<file path="src/rtl/wf_window_anim.sv">
// wf_window_anim: steps window bounds toward targets once per frame and classifies pixels; define WF_ANIM_EN to animate, otherwise targets copy straight across
module wf_window_anim #(
  parameter int STEP = 4,
  parameter int BORDER = 2
) (
  input  logic        clk,
  input  logic        rst_n,
  input  logic        frame_tick,
  input  logic [10:0] tgt_start_x,
  input  logic [10:0] tgt_end_x,
  input  logic [9:0]  tgt_start_y,
  input  logic [9:0]  tgt_end_y,
  input  logic        pix_valid,
  input  logic [10:0] pix_x,
  input  logic [9:0]  pix_y,
  output logic [10:0] cur_start_x,
  output logic [10:0] cur_end_x,
  output logic [9:0]  cur_start_y,
  output logic [9:0]  cur_end_y,
  output logic        busy,
  output logic        win_valid,
  output logic        in_window,
  output logic        on_border
);
  function automatic logic [10:0] step_x(input logic [10:0] c, input logic [10:0] t);
    return t > c ? (t - c > 11'(STEP) ? c + 11'(STEP) : t) : (c - t > 11'(STEP) ? c - 11'(STEP) : t);
  endfunction
  function automatic logic [9:0] step_y(input logic [9:0] c, input logic [9:0] t);
    return t > c ? (t - c > 10'(STEP) ? c + 10'(STEP) : t) : (c - t > 10'(STEP) ? c - 10'(STEP) : t);
  endfunction
  logic [10:0] nx_sx, nx_ex;
  logic [9:0]  nx_sy, nx_ey;
`ifdef WF_ANIM_EN
  typedef enum logic {IDLE, ANIMATE} state_t;
  state_t state;
  assign nx_sx = step_x(cur_start_x, tgt_start_x);
  assign nx_ex = step_x(cur_end_x, tgt_end_x);
  assign nx_sy = step_y(cur_start_y, tgt_start_y);
  assign nx_ey = step_y(cur_end_y, tgt_end_y);
  always_ff @(posedge clk or negedge rst_n)
    if (!rst_n)
      state <= IDLE;
    else if (frame_tick)
      state <= (nx_sx == tgt_start_x && nx_ex == tgt_end_x && nx_sy == tgt_start_y && nx_ey == tgt_end_y) ? IDLE : ANIMATE;
  assign busy = state == ANIMATE;
`else
  assign nx_sx = tgt_start_x;
  assign nx_ex = tgt_end_x;
  assign nx_sy = tgt_start_y;
  assign nx_ey = tgt_end_y;
  assign busy = 1'b0;
`endif
  always_ff @(posedge clk or negedge rst_n)
    if (!rst_n) begin
      cur_start_x <= 11'd380;
      cur_end_x   <= 11'd640;
      cur_start_y <= 10'd92;
      cur_end_y   <= 10'd452;
    end else if (frame_tick) begin
      cur_start_x <= nx_sx;
      cur_end_x   <= nx_ex;
      cur_start_y <= nx_sy;
      cur_end_y   <= nx_ey;
    end
  logic in_x, in_y, bord_x, bord_y;
  // Widened compares so start+BORDER and end-BORDER cannot wrap
  assign in_x = pix_x >= cur_start_x && pix_x < cur_end_x;
  assign in_y = pix_y >= cur_start_y && pix_y < cur_end_y;
  assign bord_x = {1'b0, pix_x} < {1'b0, cur_start_x} + 12'(BORDER) || {1'b0, pix_x} + 12'(BORDER) >= {1'b0, cur_end_x};
  assign bord_y = {1'b0, pix_y} < {1'b0, cur_start_y} + 11'(BORDER) || {1'b0, pix_y} + 11'(BORDER) >= {1'b0, cur_end_y};
  always_ff @(posedge clk or negedge rst_n)
    if (!rst_n) begin
      win_valid <= 1'b0;
      in_window <= 1'b0;
      on_border <= 1'b0;
    end else begin
      win_valid <= pix_valid;
      in_window <= pix_valid && in_x && in_y;
      on_border <= pix_valid && in_x && in_y && (bord_x || bord_y);
    end
endmodule

</file>
<file path="config.mk">
export PLATFORM = sky130hd
export DESIGN_NAME = wf_window_anim
export DESIGN_NICKNAME = d
export VERILOG_FILES = /design/src/rtl/wf_window_anim.sv
export SDC_FILE = /design/constraint.sdc
export NUM_CORES = 1
export LEC_CHECK = 0
export ABC_AREA = 1
export CAP_MARGIN = 25
export CORE_ASPECT_RATIO = 1.2
export CORE_MARGIN = 1
export CORE_UTILIZATION = 50
export DETAILED_ROUTE_END_ITERATION = 10
export GPL_ROUTABILITY_DRIVEN = 1
export HOLD_SLACK_MARGIN = 0.05
export MAX_ROUTING_LAYER = met4
export PLACE_DENSITY = 0.9
export SLEW_MARGIN = 30
export SYNTH_ARGS = -nofsm -noshare
export SYNTH_HDL_FRONTEND = slang
export SYNTH_SLANG_ARGS = --single-unit
</file>
<file path="constraint.sdc">
create_clock -name clk -period 2.45 [get_ports clk]
set_input_delay 0.735 -clock clk [delete_from_list [all_inputs] [get_ports clk]]
set_output_delay 0.735 -clock clk [all_outputs]
set_load 0.05 [all_outputs]
</file>
==> reports/results.ini, run 1 <==
[critical_path]
arrival_ps=1670
cp_max_fo=4
crit_buf_inv=1
slowest_stage=clkdlybuf4s50_1
slowest_delay_ps=800
critPathTopFamily=buffers and inverters
crit_start=cur_start_x[5]
crit_path_end_kind=output port
crit_type=reg -> out
reg2reg_from=cur_start_y[2]
cp_cell_sequence=clkdlybuf4s50_1
cp-start-kind=register
worstPathRequired_ps=1710

[sta]
fin_skew_ps=4.02
finalCritPeriodShare_pct=98.0
setup_viol=0
layout_min_cycle_time_ps=2400
max_slew_margin_pct=61.8
max_freq_ghz=0.417
tightest_slew_ps=574
drv_slew=0
hold_slack_ps=418
hold_viol=0
rsz0062_at_grt=true

[global_route]
grt_pass1_vias=4238
grtUsageTotal_pct=26.4
antenna_found_initial=0
overflow=0
grt_pass1_wl_mm=17.9
grt_max_degree=28

[synth]
syn_area_per_cell_um2=7.58
synth_ff_type=dfrtp_1
synth_common_cells=nand2_1, ha_1, inv_1, nor2_1, o21ai_0
syn_area_um2=4180
yosys_warnings=0
synth_top_cell_by_area=ha_1
syn_inst=552
ys_seq_area_share_pct=27.4
synth_nets=703
async_flop_share_pct=100
synthTopCellsByArea=ha_1, dfrtp_1, nand2_1
synth.ff_latch_count=45
yosysMostFrequentCell=nand2_1
synth-edff-count=0
synth_top_area_share_pct=25.1
ys_types=33

[power]
p_switching_uw=1050
switching_share_pct=38.8
combPwrFrac_pct=45.5
total_power_uw=2720
p_per_area_nw_per_um2=460
peakVddDrop_mv=0.325
p_leak_uw=0.00303
seqPwrFrac_pct=32.5
clkPwrFrac_pct=22.0
cellInternalPower_uw=1660

[placed_design]
hpwl_mm=9.03
portBuffers=111
place_congestion=0.918
post-place-cells=790

[cts]
cts-htree-levels=2
cts_tree=yes
cts_root_buf=clkbuf_8
numCtsBuffers=5
clockBufferDepth=2
clkTransAtPathRegs_ps=90
clk_latency_ps=300
cts_sinks=45

[job]
cap_violations=0

[floorplan]
die-height_um=102
initial_core_util_pct=51.6
fp.dieW_um=85.5
ios=113
die_area_um2=8740
coreArea_um2=8110
rows=36

[final_layout]
layout.area.seq_um2=1150
multi_input_area_um2=2810
antenna_cells=0
nFillCells=580
fin_cells=803
layout.nets=858
drive_above_1_share_pct=17.4
area_delta_synth_final_pct=41.4

[route]
via_per_inst=5.25
antenna_left=0
dr_total_vias=4218
wire_per_inst_um=14.1
drt-total-wl_mm=11.3
drtIter0Drc=98
drcViolationCount=0
dr.pass1.iters=4

[min_path]
holdCritPathClass=in -> async

[run_status]
status=finished clean

## worst reg2reg max path, delay by kind of cell (launching register included)
kind                       cells  cell delay, ps
and+or+nand+nor                8             750
DFF                            1             580
adders and majority gates      2             410
AOI/OAI and AO/OA              2             250
buffers and inverters          1              60
xor gates and xnor gates       1             160
## cell families after synthesis
logic type / count (synthesis) / synth area share [%]
compound gates: 88 / 11.2
mux: 4 / 1.08
buf+inv: 85 / 7.75
fa+ha+maj: 84 / 25.1
xor+xnor: 27 / 5.65
other cells: 1 / 0.0897
flops: 45 / 27.4
simple gates: 218 / 21.7
## cell usage in the layout (no fill, tap or decap), drive strengths merged
cell type,Yosys,layout
nand2,142,142
dlygate4sd2,0,2
xor2,21,21
clkdlybuf4s15,0,1
a21o,2,2
mux2,4,4
dfstp,16,16
bufinv,0,1
dlymetal6s2s,0,9
a211oi,1,1
buf,2,58
clkinv,2,2
nand4,7,7
ha,84,84
nor3,3,3
conb,1,1
a21oi,29,29
nand3b,2,2
nand3,11,11
xnor2,6,6
clkdlybuf4s50,0,81
inv,73,73
o21ai,47,47
dfrtp,29,29
nor2,51,51
and3,2,2
o211ai,2,2
o21bai,1,1
o21a,6,6
clkbuf,8,14
## power groups by stage
stage                     Clock (µW)  Sequential (µW)  Combinational (µW)
after detailed placement           0              896                1210
after floorplan                    0             1130                 501
after CTS                        614              883                1220
after global placement             0              893                1160
after global routing             645              894                1360
final                            598              884                1240
## cell type report
cell class	instances	share of cell area, %
multi-input combinational	422	47.5
timing repair buffer	158	24.4
sequential	45	19.4
inverter	75	4.76
tap	95	2.01
clock buffer	7	1.46
clock inverter	1	0.508
## flip-flops by register name, summed over array words and instances (netlist names)
| name | flops |
|---|---|
| cur_start_x | 11 |
| win_valid | 1 |
| cur_end_y | 10 |
| cur_start_y | 10 |
| in_window | 1 |
| cur_end_x | 11 |
| on_border | 1 |
## path summary, 6_finish.rpt
kind,endpoint,cells past startpoint,slack (ps)
max,cur_start_x[5],1,50
min,cur_start_y[5],1,420
max reg2reg,on_border,14,160
min reg2reg,cur_start_x[2],2,540
max in group asynchronous,cur_end_y[7],2,1430
min in group clk,cur_start_x[2],2,540
## repair_timing
item	CTS	global route
resized for setup	24	51
endpoints found under the hold margin	0	0
buffers inserted	4	1
pin swaps	10	22
endpoints found under the setup margin	1	5
hold buffers	0	0
## metal layers
metal	vias up	part of all wire (%)	global-route usage (%)
met5	-	0	-
met4	0	2.6	10.4
met3	31	3.6	3.39
met2	112	57	52.7
met1	1977	37	25.4
li1	2098	-	-
## metrics by stage
stage	setup slack [ps]	TNS [ps]	util [%]	area [µm²]
finish	49.5	0	72.9	5910
global route	-23.4	-23.4	72.9	5910
CTS	1.97	0	72.0	5840
detailed placement	-624	-833	70.0	5670
global placement	-498	-701	70.0	5670
floorplan	133	0	-	4180
No activity file was read; power rests on OpenSTA's default activity.
==> run 2, diff against run 1 <==
- CORE_UTILIZATION: 50 -> 45
- PLACE_DENSITY: 0.9 -> 0.86
- SETUP_SLACK_MARGIN: unset -> 0.4
- clock period: 2.45 -> 2.1 ns (I/O delays scaled with it)
==> reports/results.ini, run 2 (synthesis gave the netlist of run 1 again) <==
[global_route]
grt_pass1_wl_mm=19.5  ; +9.1%
overflow=0  ; unchanged
grt_pass1_vias=4567  ; +7.8%
grt_max_degree=46  ; +64%
grtUsageTotal_pct=25.6  ; -0.81 points
antenna_found_initial=0  ; unchanged

[route]
dr_total_vias=4271  ; +1.3%
dr.pass1.iters=4  ; unchanged
drt-total-wl_mm=11.6  ; +3.0%
wire_per_inst_um=13.8  ; -1.7%
antenna_left=0  ; unchanged
drtIter0Drc=143  ; +46%
drcViolationCount=0  ; unchanged
via_per_inst=5.07  ; -3.4%

[cts]
cts-htree-levels=2  ; unchanged
numCtsBuffers=5  ; unchanged
cts_sinks=45  ; unchanged
clk_latency_ps=310  ; about the same
cts_root_buf=clkbuf_8
clkTransAtPathRegs_ps=100  ; about the same
cts_tree=yes
clockBufferDepth=2  ; unchanged

[final_layout]
final_area_um2=6250  ; +5.7%
reg.largest.list=cur_end_x x11, cur_start_x x11
nFillCells=688  ; +19%
antenna_cells=0  ; unchanged
layout_commonest_cell=nand2_1
area_delta_synth_final_pct=49.5
layout_common_cells=nand2_1, buf_4, ha_1
drive_above_1_share_pct=29.6  ; +12 points
fin_cells=842  ; +4.9%
layout.nets=872  ; +1.6%

[critical_path]
cp_max_fo=5  ; +1
ff2ff_setup_slack_ps=-150  ; -310 ps
crit_path_end_kind=register
slowest_stage=dfstp_4
crit_buf_inv=1  ; unchanged
crit_type=reg -> reg
slowest_delay_ps=670  ; -130 ps
cp_cell_sequence=nand2_1, nor2_2, buf_4, nand2_1, xor2_1, ha_1, a21oi_2, nor2_1, o21ai_1, nand2_1, nand2_1, nor2_1, a21oi_1
ff2ff_path_depth=13  ; -1
arrival_ps=2490  ; +820 ps
cp-start-kind=register
crit_start=cur_start_y[3]
r2r-end=on_border
reg2reg_from=cur_start_y[3]
cp_common_cell=nand2_1
worstPathRequired_ps=2340  ; +630 ps
critPathTopFamily=flip-flops

[floorplan]
initial_core_util_pct=46.3  ; -5.3 points
die-height_um=108  ; +5.3%
coreArea_um2=9030  ; +11%
die_area_um2=9690  ; +11%
ios=113  ; unchanged
rows=38  ; +5.6%
fp.dieW_um=90.0  ; +5.3%

[power]
seqPwrFrac_pct=31.7  ; -0.8 points
clkPwrFrac_pct=21.4  ; -0.6 points
p_per_area_nw_per_um2=529  ; +15%
peakVddDrop_mv=0.358  ; +10%
combPwrFrac_pct=46.9  ; +1.4 points
total_power_uw=3310  ; +22%
cellInternalPower_uw=2020  ; +21%
switching_share_pct=39.0  ; +0.24 points
p_switching_uw=1290  ; +22%
p_leak_uw=0.00310  ; +2.2%

[sta]
layout_min_cycle_time_ps=2250
max_freq_ghz=0.445
tightest_slew_ps=582  ; +8.67 ps
fin_skew_ps=12.8  ; +8.76 ps
setup_ws_ps=-148  ; -198 ps
hold_slack_ps=408  ; -9.82 ps
setup_viol=1  ; +1
rsz0062_at_grt=true
drv_slew=0  ; unchanged
max_slew_margin_pct=61.2  ; -0.58 points
hold_viol=0  ; unchanged
finalCritPeriodShare_pct=107

[run_status]
violations=setup timing
status=finished with violations

[job]
cap_violations=0  ; unchanged

[placed_design]
placed_cell_area_um2=5970  ; +5.3%
hpwl_mm=9.36  ; +3.6%
place_congestion=0.896  ; -2.5%
portBuffers=111  ; unchanged
post-place-cells=832  ; +5.3%

[min_path]
holdCritPathClass=in -> async

[run 2: cell count changes in the layout (fill, tap and decap cells not counted), moves of 9 or more]
cell / previous run / this run
buf_4: 50 / 84
clkdlybuf4s50_1: 81 / 45
dfrtp_1: 29 / 17
dfrtp_2: 0 / 12
dlymetal6s2s_1: 9 / 0
[run 2: worst max-delay path by stage]
stage | endpoint | slack (ps) | depth (start not counted)
detailed placement | on_border | -940 | 16
finish | on_border | -150 | 13
floorplan | on_border | -90 | 16
global route | on_border | -290 | 17
CTS | on_border | -140 | 13
global placement | on_border | -830 | 17
[run 2: per-stage QoR]
step | worst slack [ps] | TNS (ps) | util [%]
floorplan | -88.1 | -88.1 | -
global placement | -826 | -1280 | 66.1
detailed placement | -941 | -1420 | 66.1
CTS | -143 | -143 | 68.8
global route | -288 | -288 | 69.2
finish | -148 | -148 | 69.2
[run 2: metal layers]
| layer | part of all wire (%) | vias up | global-route usage (%) |
|---|---|---|---|
| met5 | 0 | - | - |
| met4 | 3.5 | 0 | 14.5 |
| met3 | 3.5 | 36 | 3.53 |
| met2 | 57 | 119 | 49.8 |
| met1 | 36 | 1986 | 23.9 |
| li1 | - | 2130 | - |
[run 2: power groups by stage]
stage	combinational [µW]	sequential, µW	clock (µW)
after floorplan	602	1330	0
after global placement	1430	1050	0
after detailed placement	1490	1060	0
after CTS	1530	1050	724
after global routing	1710	1060	758
final	1550	1050	708
[run 2: repair_timing]
action	4_1_cts	5_1_grt
pin swaps	28	19
buffers inserted	1	1
hold buffers	0	0
gates resized for setup	68	26
setup endpoints to repair	10	16
[run 2: cell type report]
| cell class | instances | area [µm²] | share of cell area (%) |
|---|---|---|---|
| Sequential cell | 45 | 1180 | 18.8 |
| Timing Repair Buffer | 172 | 1560 | 25.0 |
| Multi-Input combinational cell | 422 | 2970 | 47.4 |
| Clock inverter | 1 | 30.0 | 0.480 |
| Tap cell | 120 | 150 | 2.40 |
| Inverter | 75 | 284 | 4.54 |
| Clock buffer | 7 | 86.3 | 1.38 |
==> run 3, diff against run 2 <==
- CORE_UTILIZATION: 45 -> 50
- MAX_ROUTING_LAYER: met4 -> unset
- PLACE_DENSITY: 0.86 -> 0.9
- clock period: 2.1 -> 2.3 ns (I/O delays scaled with it)
==> reports/results.ini, run 3 (synthesis gave the netlist of run 1 again) <==
[power]
total_power_uw=2950  ; -11%
peakVddDrop_mv=0.386  ; +7.9%
p_per_area_nw_per_um2=475  ; -10%
p_leak_uw=0.00310  ; -0.20%

[floorplan]
initial_core_util_pct=51.6  ; +5.3 points
rows=36  ; -5.3%
fp.dieW_um=85.5  ; -5.0%
ios=113  ; unchanged
die_area_um2=8740  ; -9.8%
coreArea_um2=8110  ; -10%
die-height_um=102  ; -5.0%

[final_layout]
layout.nets=870  ; -0.23%
fin_cells=815  ; -3.2%
drive_above_1_share_pct=30.7  ; +1.1 points
antenna_cells=0  ; unchanged
reg.largest.list=cur_end_x x11, cur_start_x x11
layout_commonest_cell=nand2_1
nFillCells=550  ; -20%
layout_common_cells=nand2_1, buf_4, inv_1
area_delta_synth_final_pct=48.3
fin_util_pct=76.5  ; +7.3 points

[cts]
cts-htree-levels=2  ; unchanged
clockBufferDepth=2  ; unchanged
cts_sinks=45  ; unchanged
clkTransAtPathRegs_ps=90  ; about the same
clk_latency_ps=310  ; about the same
cts_tree=yes
numCtsBuffers=5  ; unchanged
cts_root_buf=clkbuf_8

[global_route]
grt_pass1_wl_mm=19.4  ; -0.56%
grt_max_degree=27  ; -41%
antenna_found_initial=0  ; unchanged
grtUsageTotal_pct=28.1  ; +2.5 points
overflow=0  ; unchanged
grt_pass1_vias=4474  ; -2.0%

[placed_design]
post-place-cells=793  ; -4.7%
pre_cts_slack_ps=-808  ; +133 ps
portBuffers=111  ; unchanged
hpwl_mm=9.18  ; -1.8%
place_congestion=0.914  ; +2.0%

[route]
wl_met2_mm=6.84  ; +3.7%
drcViolationCount=0  ; unchanged
via_per_inst=5.31  ; +4.7%
wl_met3_um=470  ; +15%
highest_layer=met4
dr.pass1.iters=4  ; unchanged
antenna_left=0  ; unchanged
met1_length_mm=4.62  ; +9.4%
drtIter0Drc=145  ; +1.4%
wire_per_inst_um=15.3  ; +11%
drt-total-wl_mm=12.5  ; +7.2%
dr_total_vias=4328  ; +1.3%

[critical_path]
worstPathRequired_ps=2530  ; +190 ps
cp-start-kind=primary input
cp_max_fo=6  ; +1
crit_type=in -> reg
arrival_ps=2570  ; +80 ps
crit_path_end_kind=register

[sta]
drv_slew=0  ; unchanged
tightest_slew_ps=546  ; -35.9 ps
max_slew_margin_pct=63.6  ; +2.4 points
fin_skew_ps=9.38  ; -3.40 ps
hold_viol=0  ; unchanged
rsz0062_at_grt=true
setup_viol=1  ; unchanged
finalCritPeriodShare_pct=102
setup_ws_ps=-38.9  ; +109 ps
layout_min_cycle_time_ps=2340
max_freq_ghz=0.428

[run_status]
violations=setup timing
status=finished with violations

[job]
cap_violations=0  ; unchanged

[min_path]
holdCritPathClass=in -> async

## run 3: worst max-delay path, stage by stage
cell and delay (ps):
buf_4 130, buf_4 130, buf_4 170, nand2_1 120, xor2_2 150, inv_1 90
ha_4 280, nand2_2 60, nor2_2 120, nand2_1 90, nand2_1 110, nand2_1 60
nand2_1 70, nand2_1 50, nand2_1 70, nor2_1 50, a21oi_1 130
## run 3: repair_timing
action	CTS	global route
setup buffers	6	8
hold buffers	0	0
pin swaps	25	50
resized for setup	83	111
endpoints found under the setup margin	25	21
## run 3: per-stage QoR
| stage | hold slack, ps | area, µm² | TNS, ps |
|---|---|---|---|
| 2_1_floorplan | 394 | 4260 | 0 |
| 3_3_place_gp | 525 | 5730 | -998 |
| 3_5_place_dp | 534 | 5730 | -1140 |
| 4_1_cts | 365 | 5920 | 0 |
| 5_1_grt | 384 | 6200 | -180 |
| 6_report | 348 | 6200 | -38.9 |
## run 3: final timing paths
| path | startpoint | to | slack, ps | cells past startpoint |
|---|---|---|---|---|
| hold reg to reg | cur_start_x[3] | cur_start_x[3] | 530 | 2 |
| setup reg to reg | cur_start_y[2] | on_border | 20 | 13 |
| max in group asynchronous | rst_n | cur_end_x[9] | 1340 | 2 |
| hold / removal | rst_n | cur_start_y[5] | 350 | 1 |
| min in group clk | cur_start_x[3] | cur_start_x[3] | 530 | 2 |
| setup / recovery | pix_y[1] | on_border | -40 | 17 |
## run 3: power by group
group / internal [µW] / switching (µW) / total, µW
Combinational: 575 / 857 / 1430
Clock: 272 / 295 / 567
Sequential: 882 / 64.1 / 946
## run 3: final cells by class
cell class	count	area, µm²	share of cell area [%]
tap	95	119	1.92
clock buffer	7	96.3	1.55
multi-input combinational	422	3130	50.4
inverter	75	282	4.54
timing repair buffer	170	1420	22.9
sequential	45	1150	18.6
clock inverter	1	5.00	0.0807
## run 3: metal layers
layer | GRT usage [%] | up-vias
met5 | 0 | -
li1 | - | 2123
met3 | 3.88 | 45
met1 | 27.9 | 2015
met4 | 15.3 | 0
met2 | 55.9 | 145
